## src/rtl/pie_reader_tx.sv

```systemverilog
// Reader-side PIE transmitter: delimiter, D0, RTcal, optional TRcal, then up to 64 data
// symbols sent MSB-first. All outputs are registered.
module pie_reader_tx #(
  parameter int unsigned DELIM_CYC = 24,
  parameter int unsigned TARI_CYC  = 12,
  parameter int unsigned D1_CYC    = 24,
  parameter int unsigned PW_CYC    = 6,
  parameter int unsigned RTCAL_CYC = 36,
  parameter int unsigned TRCAL_CYC = 72
) (
  input  logic        clk,
  input  logic        rst_n,
  input  logic        i_start,
  input  logic        i_preamble,
  input  logic [63:0] i_cmd,
  input  logic [6:0]  i_len,
  output logic        o_pie,
  output logic        o_busy,
  output logic        o_done
);

  typedef enum logic [2:0] {StIdle, StDelim, StD0, StRtcal, StTrcal, StData} state_e;

  // Counter load values are "phase length - 1": a phase ends when the counter reads 0.
  localparam logic [7:0] DelimLd   = 8'(DELIM_CYC - 1);
  localparam logic [7:0] TariHiLd  = 8'(TARI_CYC - PW_CYC - 1);
  localparam logic [7:0] D1HiLd    = 8'(D1_CYC - PW_CYC - 1);
  localparam logic [7:0] RtcalHiLd = 8'(RTCAL_CYC - PW_CYC - 1);
  localparam logic [7:0] TrcalHiLd = 8'(TRCAL_CYC - PW_CYC - 1);
  localparam logic [7:0] PwLd      = 8'(PW_CYC - 1);

  state_e      state_q, state_d;
  logic        lo_q, lo_d;
  logic [7:0]  cnt_q, cnt_d;
  logic [6:0]  bits_q, bits_d;
  logic [63:0] sr_q, sr_d;
  logic        pre_q, pre_d;
  logic        pie_q, pie_d;
  logic        busy_q, busy_d;
  logic        done_q, done_d;

  logic [6:0]  len_sat;
  logic [6:0]  rem_bits;
  logic        next_bit;

  assign len_sat = (i_len > 7'd64) ? 7'd64 : i_len;

  // Bits still to send and the next bit once the current symbol ends.
  assign rem_bits = (state_q == StData) ? (bits_q - 7'd1) : bits_q;
  assign next_bit = (state_q == StData) ? sr_q[62] : sr_q[63];

  always_comb begin
    state_d = state_q;
    lo_d    = lo_q;
    cnt_d   = cnt_q;
    bits_d  = bits_q;
    sr_d    = sr_q;
    pre_d   = pre_q;
    pie_d   = pie_q;
    busy_d  = busy_q;
    done_d  = 1'b0;

    if (state_q == StIdle) begin
      if (i_start) begin
        state_d = StDelim;
        lo_d    = 1'b0;
        cnt_d   = DelimLd;
        bits_d  = len_sat;
        sr_d    = i_cmd;
        pre_d   = i_preamble;
        pie_d   = 1'b0;
        busy_d  = 1'b1;
      end
    end else if (cnt_q != 8'd0) begin
      cnt_d = cnt_q - 8'd1;
    end else if (state_q == StDelim) begin
      state_d = StD0;
      lo_d    = 1'b0;
      cnt_d   = TariHiLd;
      pie_d   = 1'b1;
    end else if (!lo_q) begin
      lo_d  = 1'b1;
      cnt_d = PwLd;
      pie_d = 1'b0;
    end else begin
      lo_d  = 1'b0;
      pie_d = 1'b1;
      if (state_q == StD0) begin
        state_d = StRtcal;
        cnt_d   = RtcalHiLd;
      end else if (state_q == StRtcal && pre_q) begin
        state_d = StTrcal;
        cnt_d   = TrcalHiLd;
      end else begin
        if (state_q == StData) begin
          bits_d = rem_bits;
          sr_d   = sr_q << 1;
        end
        if (rem_bits != 7'd0) begin
          state_d = StData;
          cnt_d   = next_bit ? D1HiLd : TariHiLd;
        end else begin
          state_d = StIdle;
          cnt_d   = 8'd0;
          busy_d  = 1'b0;
          done_d  = 1'b1;
        end
      end
    end
  end

  always_ff @(posedge clk or negedge rst_n) begin
    if (!rst_n) begin
      state_q <= StIdle;
      lo_q    <= 1'b0;
      cnt_q   <= 8'd0;
      bits_q  <= 7'd0;
      sr_q    <= 64'd0;
      pre_q   <= 1'b0;
      pie_q   <= 1'b1;
      busy_q  <= 1'b0;
      done_q  <= 1'b0;
    end else begin
      state_q <= state_d;
      lo_q    <= lo_d;
      cnt_q   <= cnt_d;
      bits_q  <= bits_d;
      sr_q    <= sr_d;
      pre_q   <= pre_d;
      pie_q   <= pie_d;
      busy_q  <= busy_d;
      done_q  <= done_d;
    end
  end

  assign o_pie  = pie_q;
  assign o_busy = busy_q;
  assign o_done = done_q;

endmodule

```

## config.mk

```make
export PLATFORM = sky130hd
export DESIGN_NAME = pie_reader_tx
export DESIGN_NICKNAME = d
export VERILOG_FILES = /design/src/rtl/pie_reader_tx.sv
export SDC_FILE = /design/constraint.sdc
export NUM_CORES = 1
export LEC_CHECK = 0
export ABC_AREA = 1
export CAP_MARGIN = 5
export CORE_ASPECT_RATIO = 0.9
export CORE_UTILIZATION = 45
export CTS_BUF_LIST = sky130_fd_sc_hd__clkbuf_4 sky130_fd_sc_hd__clkbuf_8
export DETAILED_ROUTE_END_ITERATION = 8
export PLACE_DENSITY = 0.78
export SYNTH_ARGS = -nofsm -noshare
export SYNTH_HDL_FRONTEND = slang
export SYNTH_SLANG_ARGS = --single-unit
```

## constraint.sdc

```tcl
create_clock -name clk -period 2.1 [get_ports clk]
set_input_delay 0.315 -clock clk [delete_from_list [all_inputs] [get_ports clk]]
set_output_delay 0.315 -clock clk [all_outputs]
set_load 0.005 [all_outputs]
```

### Yosys cells after proc, flatten, opt, wreduce, memory -nomap -nowiden

Index checks and enable logic that the tools add are counted.

* bits in writable memories: 0
* latch bits: 0
* word-level logic and storage cells: 94
* memories: 0
* bits in registers: 87
* input port bits: 75
* output and inout port bits: 3
* memory bits (read-only): 0

* bitwise operators: 0
* multiplexer cells: 60
* multiply operators: 0
* $lt $le $gt $ge: 1
* div/mod/pow operators: 0
* $add $sub $neg: 2
* shifts and indexed selects: 0
* equality and inequality tests: 10
* reductions and logical operators: 12

Operators by type and width (number)
* $mux 64: 8
* $mux 7: 14
* $mux 1: 25
* $mux 3: 8
* $mux 8: 3
* $reduce_and 7->1: 2
* $ne 2x2->1 const B: 6
* $mux 5: 2
* $reduce_bool 8->1: 1
* $sub 8x1->8 const B: 1
* $gt 7x7->1 const B: 1
* $reduce_bool 7->1: 1
* $sub 7x1->7 const B: 1
* $eq 3x2->1 const B: 2
* $reduce_and 2->1: 2
* $reduce_bool 2->1: 2
* $eq 3x1->1 const B: 1
* $eq 3x3->1 const B: 1
* $logic_not 3->1: 1
* $reduce_and 3->1: 1
* $reduce_bool 3->1: 1
* $logic_and 1x1->1: 1

### Depth between registers and ports, before layout

Gate-level depths: netlist (run 1).

* depth in word-level cells: 10
* mapped depth: 15
* gate-level depth less buffers: 15

### Least setup slack after synthesis (run 1)

OpenSTA, ideal clock, no wires.

* path type: reg-to-reg
* start: register state_q[2]
* end: register cnt_q[0]
* slack: 0.348 ns
* clock period less this slack: 1.752 ns
* library setup time: 0.127 ns
* buffers on the path: 0
* cell stages (with the launch flop): 13
* arrival: 1.625 ns
* required time: 1.973 ns
* cell sequence: dfrtp_1 > nor2_2 > inv_2 > nor2_4 > inv_4 > nand2_4 > nand2_2 > a21oi_4 > o21ai_0 > nor2_1 > nand2_1 > nand2_1 > o21ai_0

* cells in the longest elaborated chain, start to end: 10
* elaborated cells on any way between the ends: 16
* classes of those cells: 5 x eq/ne; 8 x mux; 3 x reduce/logical

RTL lines
* start, declared: RTL line 32 `state_e state_q, state_d;`
* start signal, assigned: RTL line 114 `state_q <= StIdle;`
* start signal, assigned: RTL line 124 `state_q <= state_d;`
* $eq 3x3->1: RTL line 49 `assign rem_bits = (state_q == StData) ? (bits_q - 7'd1) : bits_q;`
* $mux 7: RTL line 49
* $reduce_bool 7->1: RTL line 99 `if (rem_bits != 7'd0) begin`
* $mux 5: RTL line 99
* $mux 7: RTL line 91 `end else if (state_q == StRtcal && pre_q) begin`
* $mux 7: RTL line 88 `if (state_q == StD0) begin`
* $mux 7: RTL line 81 `end else if (!lo_q) begin`
* $mux 7: RTL line 76 `end else if (state_q == StDelim) begin`
* $mux 8: RTL line 74 `end else if (cnt_q != 8'd0) begin`
* $mux 8: RTL line 63 `if (state_q == StIdle) begin`
* end signal, assigned: RTL line 126 `cnt_q <= cnt_d;`
* end, declared: RTL line 34 `logic [7:0] cnt_q, cnt_d;`

Several ways; a longest one is shown, not always the timed one.
A chain may end at the register's enable or synchronous reset.

### Worst setup path in the final report (run 1)

* start: register cnt_q[2]
* end: register sr_q[1]

* cells in the longest elaborated chain, start to end: 3

RTL lines
* $reduce_bool 8->1: RTL line 74
* $ne 2x2->1 (no source line)
* $reduce_and 7->1 (no source line)
* end signal, assigned: RTL line 128 `sr_q <= sr_d;`
* end, declared: RTL line 36 `logic [63:0] sr_q, sr_d;`

No other way between the ends.

==> summary.md, run 1 <==
| Metric | Value |
|---|---|
| Post-Route WL | `10.5 mm` |
| Synth Warn # | `0` |
| Die width | `108 um` |
| Syn Nets | `697` |
| Sequential area share after synthesis | `47.6%` |
| WL/cell | `12.5 um` |
| Outcome | `finished, final reports clean` |
| Gate Count Post-Synth | `619` |
| Netlist Area Pre-Place | `4580 um2` |
| Clk_lat worst skew | `0.37 ns` |
| LEAKAGE | `2.66 nW` |
| DIE HEIGHT | `97.7 um` |
| Final ANT Viol Nets | `0` |
| Crit path largest cell delay | `0.46 ns` |
| Post-synth EDFFs | `0` |
| Area fraction of the dominant cell type after synthesis | `47.0%` |
| Residual DRC | `0` |
| Slowest cell on the critical path | `dfrtp_1` |
| Clk buf depth | `2` |
| Metal3 WL | `554 um` |
| Fmax | `490 MHz` |
| Reg-to-Reg Start | `cnt_q[2]` |
| N_diodes | `0` |
| Root Buffer | `clkbuf_8` |
| Area contributors post-synth | `dfrtp_1 (47%), nand2_1 (15%), o21ai_0 (9.4%), inv_1 (7.8%), o21ai_1 (6.1%)` |
| Ys flop type | `dfrtp_1` |
| Num CTS Buffers | `9` |
| Area delta synth->final | `28.9%` |
| Slew margin rel. | `67.1%` |
| PortBufs | `77` |
| Crit-path max FO | `36` |
| FP Rows | `34` |
| Routed met2 length | `5.14 mm` |
| Post-synth top area cell | `dfrtp_1` |
| Worst hold margin | `0.441 ns` |
| Hold Crit Class | `primary input to async pin` |
| DR top layer | `met4` |
| Max cap viols | `0` |
| Final core occ | `60.3%` |
| Avg Cell Area, Syn | `7.40 um2` |
| Buf/Inv on CP | `2` |
| Final Max Tran Viols | `0` |
| R2R setup slack | `0.06 ns` |
| CTS H-Tree Depth | `3` |
| Final hold violation count | `0` |
| First-pass GRT wire length | `16.9 mm` |
| Yosys cell types | `34` |
| Max rail drop VDD | `0.267 mV` |
| Initial antenna violation count | `0` |
| CP Class | `register to register` |
| Post-DP HPWL | `7.04 mm` |
| CP Launch Type | `register` |
| Crit path max-delay family | `simple AND/OR/NAND/NOR gates` |
| Req. time, crit path | `2.35 ns` |
| Largest net degree at the start of global routing | `121` |
| Worst Setup SP | `cnt_q[2]` |
| Min Tclk post-route | `2.04 ns` |
| CP cell instances | `nor2_2 > nand4_1 > nand2_4 > o2111ai_4 > a21oi_4 > buf_4 > clkbuf_16 > o21ai_1` |
| Net count, final | `780` |
| Total core area | `9780 um2` |
| Initial core utilization | `46.8%` |
| CTS clk-pin slew, worst paths | `0.10 ns` |
| Total gr overflow | `0` |
| Post-Place Cell Area | `5500 um2` |
| Cell area power density | `532 nW/um2` |
| Setup-failing EPs final | `0` |
| Count of clock tree sinks | `87` |
| Post-route cell area | `5900 um2` |
| DR vias | `4230` |
| Number of synthesized register bits | `87` |
| Fin crit share | `97.2%` |
| TritonRoute pass-1 iters | `5` |
| Synth async-reset ratio | `100%` |
| Fin Clk Skew | `0.0154 ns` |
| Worst-Margin Slew | `0.494 ns` |
| Via-to-Cell Ratio | `5.08` |
| Die Area | `10600 um2` |
| Vias in the first global route | `3814` |
| CTS tree | `yes` |
| Critical path arrival | `2.29 ns` |
| Worst Setup End Kind | `register` |
| Ports | `78` |
| Drt initial violations | `213` |
| Layout cells sized above 1 | `9.90%` |
| WL met1 | `4.60 mm` |
| Final GP Congestion | `0.958` |
| Gr usage total | `20.1%` |
[worst paths after layout]
kind                        endpoint  cells past startpoint
max                          sr_q[1]                      8
min                        bits_q[2]                      2
max reg2reg                  sr_q[1]                      8
min reg2reg                    o_pie                      2
max in group asynchronous   sr_q[44]                      3
min in group clk               o_pie                      2
[cell usage after synthesis (3+ instances only)]
library cell / instances
nand4_1: 3
o21ai_0: 86
clkbuf_1: 15
nor2_1: 19
nand3_1: 13
nand2_1: 186
buf_4: 4
nor3_1: 3
dfrtp_1: 86
inv_1: 95
a21oi_1: 5
buf_2: 12
xor2_1: 5
o21ai_1: 56
ha_1: 3
o22ai_1: 6
[cell type report]
type / instances / area (um2)
clock buffer: 9 / 124
clock inverter: 7 / 85.1
fill: 864 / 3880
inverter: 98 / 370
multi-input combinational: 403 / 1930
sequential: 87 / 2180
tap: 126 / 158
timing repair buffer: 103 / 1060
[logic make-up after synthesis]
family	Yosys count	share of synthesized area, %
AOI/OAI and AO/OA	162	18.8
DFF	87	47.6
and+or+nand+nor	231	20.1
xor gates and xnor gates	6	1.15
buffers and inverters	129	11.3
adders and majority gates	3	0.820
muxes	1	0.246
[power by group]
part,total (mW),switching [mW],internal [mW]
registers,1.69,0.00692,1.68
clock network,1.25,0.670,0.580
logic,0.201,0.0692,0.132
total,3.14,0.746,2.39
[metrics by stage]
| step | instances | power [mW] | setup WS [ns] | TNS, ns |
|---|---|---|---|---|
| finish | 833 | 3.14 | 0.0596 | 0 |
| CTS | 821 | 3.17 | 0.000192 | 0 |
| floorplan | 619 | 1.74 | 0.348 | 0 |
| global placement | 804 | 1.92 | 0.122 | 0 |
| detailed placement | 804 | 1.92 | 0.0312 | 0 |
| global route | 833 | 3.25 | -0.0632 | -1.05 |
[state kept, by name, summed over array words and instances, names as in the netlist]
register  flops
cnt_q         8
o_pie         1
o_busy        1
bits_q        7
state_q       3
lo_q          1
o_done        1
sr_q         64
pre_q         1
[cells in the final DEF, fill, tap and decap left out, types with 2 or more instances in the layout]
master           synthesis  layout
buf_12                   0       3
inv_1                   95      92
o21ai_1                 56      57
o21ai_0                 86      85
o211ai_1                 2       2
a21oi_4                  1       2
inv_2                    2       5
o221ai_1                 2       2
clkbuf_16                0       3
nand2_1                186     186
nand4_1                  3       3
xor2_1                   5       5
a21oi_1                  5       5
nand3_1                 13      12
clkbuf_8                 0       9
inv_6                    0       5
clkdlybuf4s50_1          0      76
nor2_2                   2       6
nor3_1                   3       2
buf_4                    4      20
nor2_1                  19      15
ha_2                     0       2
o22ai_1                  6       6
dfrtp_1                 86      83
dfrtp_2                  0       3
[metal layers]
layer,global-route usage [%],vias to the layer above
met5,0,-
met4,5.72,0
met3,4.02,19
met2,33.9,121
met1,26.3,1970
li1,-,2120
[timing repair]
action / 4_1_cts / 5_1_grt
setup endpoints to repair: 0 / 70
setup buffers: 0 / 9
hold buffers: 1 / 0
endpoints found under the hold margin: 36 / 0
resized for setup: 0 / 16
No activity file was read; power rests on OpenSTA's default activity.
==> run 2: changes to the inputs <==
PLACE_DENSITY = 0.81   (was 0.78)
clock period = 1.8 ns   (was 2.1 ns; I/O delays follow)
==> summary.md, run 2 (same netlist as run 1, synthesis figures left out) <==
| Metric | Value |
|---|---|
| Total core area | `9780 um2 (unchanged)` |
| Area delta synth->final | `45.0% (was 28.9%)` |
| Ports | `78 (unchanged)` |
| Clk buf depth | `2 (unchanged)` |
| Clk_lat worst skew | `0.37 ns (about the same)` |
| Overall power | `3.50 mW (was 3.14 mW)` |
| Count of clock tree sinks | `87 (unchanged)` |
| Hold Crit Class | `primary input to async pin (unchanged)` |
| Largest net degree at the start of global routing | `43 (was 121)` |
| Drt initial violations | `348 (was 213)` |
| Die Area | `10600 um2 (unchanged)` |
| Register with the most flip-flops | `sr_q (unchanged)` |
| DIE HEIGHT | `97.7 um (unchanged)` |
| Worst-Margin Slew | `0.420 ns (was 0.494 ns)` |
| Initial core utilization | `46.8% (unchanged)` |
| Reg2reg end | `cnt_q[0] (was sr_q[1])` |
| Setup-failing EPs final | `74 (was 0)` |
| Final ANT Viol Nets | `0 (unchanged)` |
| Max rail drop VDD | `0.397 mV (was 0.267 mV)` |
| Critical path arrival | `2.20 ns (was 2.29 ns)` |
| Crit-path max FO | `6 (was 36)` |
| Leading registers by flop count | `sr_q (64), cnt_q (8), bits_q (7) (unchanged)` |
| Residual DRC | `0 (unchanged)` |
| Final hold violation count | `0 (unchanged)` |
| Post-Place Worst Slack | `-0.0886 ns (was 0.0312 ns)` |
| Fmax | `515 MHz (was 490 MHz)` |
| Post-Place Cell Area | `5780 um2 (was 5500 um2)` |
| Reg-to-Reg Start | `bits_q[1] (was cnt_q[2])` |
| Final worst slack | `-0.142 ns (was 0.0596 ns)` |
| Root Buffer | `clkbuf_8 (unchanged)` |
| Path depth of the worst reg2reg path | `11 (was 8)` |
| Net count, final | `824 (was 780)` |
| Die width | `108 um (unchanged)` |
| Post-DP HPWL | `7.69 mm (was 7.04 mm)` |
| Gr usage total | `25.1% (was 20.1%)` |
| FP Rows | `34 (unchanged)` |
| Initial antenna violation count | `0 (unchanged)` |
| Min Tclk post-route | `1.94 ns (was 2.04 ns)` |
| Cell area power density | `526 nW/um2 (was 532 nW/um2)` |
| Sequential cell area | `2180 um2 (about the same)` |
| PortBufs | `77 (unchanged)` |
| Layout cells sized above 1 | `22.6% (was 9.90%)` |
| Slew margin rel. | `71.7% (was 67.1%)` |
| Max cap viols | `0 (unchanged)` |
| Post-Route WL | `13.6 mm (was 10.5 mm)` |
| Filler cells | `725 (was 864)` |
| Fin crit share | `108% (was 97.2%)` |
| Total gr overflow | `0 (unchanged)` |
| TritonRoute pass-1 iters | `7 (was 5)` |
| Failing checks | `setup timing` |
| DR vias | `4716 (was 4230)` |
| CP Launch Type | `register (unchanged)` |
| RSZ-0062 raised after global routing | `true` |
| First-pass GRT wire length | `20.9 mm (was 16.9 mm)` |
| CP Class | `register to register (unchanged)` |
| Req. time, crit path | `2.06 ns (was 2.35 ns)` |
| LEAKAGE | `2.97 nW (was 2.66 nW)` |
| CTS H-Tree Depth | `3 (unchanged)` |
| Num CTS Buffers | `9 (unchanged)` |
| CTS clk-pin slew, worst paths | `0.10 ns (about the same)` |
| Outcome | `finished with violations (was finished, final reports clean)` |
| Worst Setup End Kind | `register (unchanged)` |
| CTS tree | `yes (unchanged)` |
| Multi-input logic area | `2210 um2 (was 1930 um2)` |
| Final GP Congestion | `0.917 (was 0.958)` |
| Post-route cell area | `6640 um2 (was 5900 um2)` |
| Max FFs per register | `64 (unchanged)` |
| WL/cell | `15.5 um (was 12.5 um)` |
| Fin Clk Skew | `0.0133 ns (was 0.0154 ns)` |
| Commonest non-fill, non-tap cell in the layout | `nand2_1 (unchanged)` |
| Vias in the first global route | `4591 (was 3814)` |
| R2R setup slack | `-0.14 ns (was 0.06 ns)` |
| Via-to-Cell Ratio | `5.38 (was 5.08)` |
| Final Max Tran Viols | `0 (unchanged)` |
| Final core occ | `67.9% (was 60.3%)` |
| N_diodes | `0 (unchanged)` |
| Commonest cells after routing, fill and taps aside | `nand2_1 (162), inv_1 (86), dfrtp_1 (84), clkdlybuf4s50_1 (76), o21ai_0 (72) (was nand2_1 (186), inv_1 (92), o21ai_0 (85), dfrtp_1 (83), clkdlybuf4s50_1 (76))` |
-- run 2: cell types whose count changed in the layout (fill, tap and decap cells not counted), moves of 6 or more --
cell	change
o21ai_2	+15
buf_4	+31
nor2_4	+8
nand2_1	-24
o21ai_0	-13
nand2_2	+19
inv_1	-6
-- run 2: critical path: stages, from the launching register on --
cell and delay [ns]:
dfrtp_1 0.41, buf_4 0.14, nor3_1 0.36, nand3_1 0.16, nand2_1 0.10, nand2_1 0.07
inv_2 0.09, nand3_4 0.13, nor2_1 0.13, nand2_1 0.09, nand2_1 0.08, o21ai_1 0.07
-- run 2: per-layer routing --
metal | GRT usage (%) | routed length (um) | vias up
li1 | - | - | 2211
met1 | 31.0 | 5480 | 2241
met2 | 43.2 | 6990 | 225
met3 | 4.56 | 815 | 39
met4 | 9.77 | 335 | 0
met5 | 0 | 0 | -
-- run 2: how the worst max path moves through the flow --
stage	cells past startpoint	from	end	slack, ns
after floorplan	12	state_q[2]	cnt_q[0]	0.05
after global placement	11	state_q[1]	sr_q[61]	-0.03
after CTS	13	state_q[1]	sr_q[61]	-0.06
after global routing	11	bits_q[1]	cnt_q[0]	-0.27
final	11	bits_q[1]	cnt_q[0]	-0.14
after detailed placement	13	bits_q[1]	cnt_q[0]	-0.09
-- run 2: final cells by class --
type / instances / share of cell area (%)
inverters: 98 / 5.69
clock inverters: 6 / 0.659
repair buffers: 147 / 23.3
clock buffers: 10 / 1.98
flip-flops and latches: 87 / 32.8
multi-input cells: 403 / 33.2
well taps: 126 / 2.37
-- run 2: where the power goes --
part	switching [mW]	internal (mW)	total, mW
logic	0.0866	0.159	0.246
clock network	0.757	0.525	1.28
registers	0.00724	1.96	1.97
total	0.851	2.65	3.50
-- run 2: what timing repair did --
item / in CTS / in global routing
gates resized for setup: 47 / 74
buffers inserted: 15 / 7
hold buffers: 1 / 0
setup endpoints to repair: 77 / 78
gates cloned: 5 / 2
endpoints found under the hold margin: 22 / 0
pin swaps: 11 / 18
-- run 2: through the flow --
step	setup TNS [ns]	std cells	hold WS, ns
finish	-4.90	877	0.340
floorplan	0	619	-0.0256
detailed placement	-3.38	833	0.204
CTS	-1.71	870	0.351
global route	-9.70	877	0.371
global placement	-0.560	833	0.199
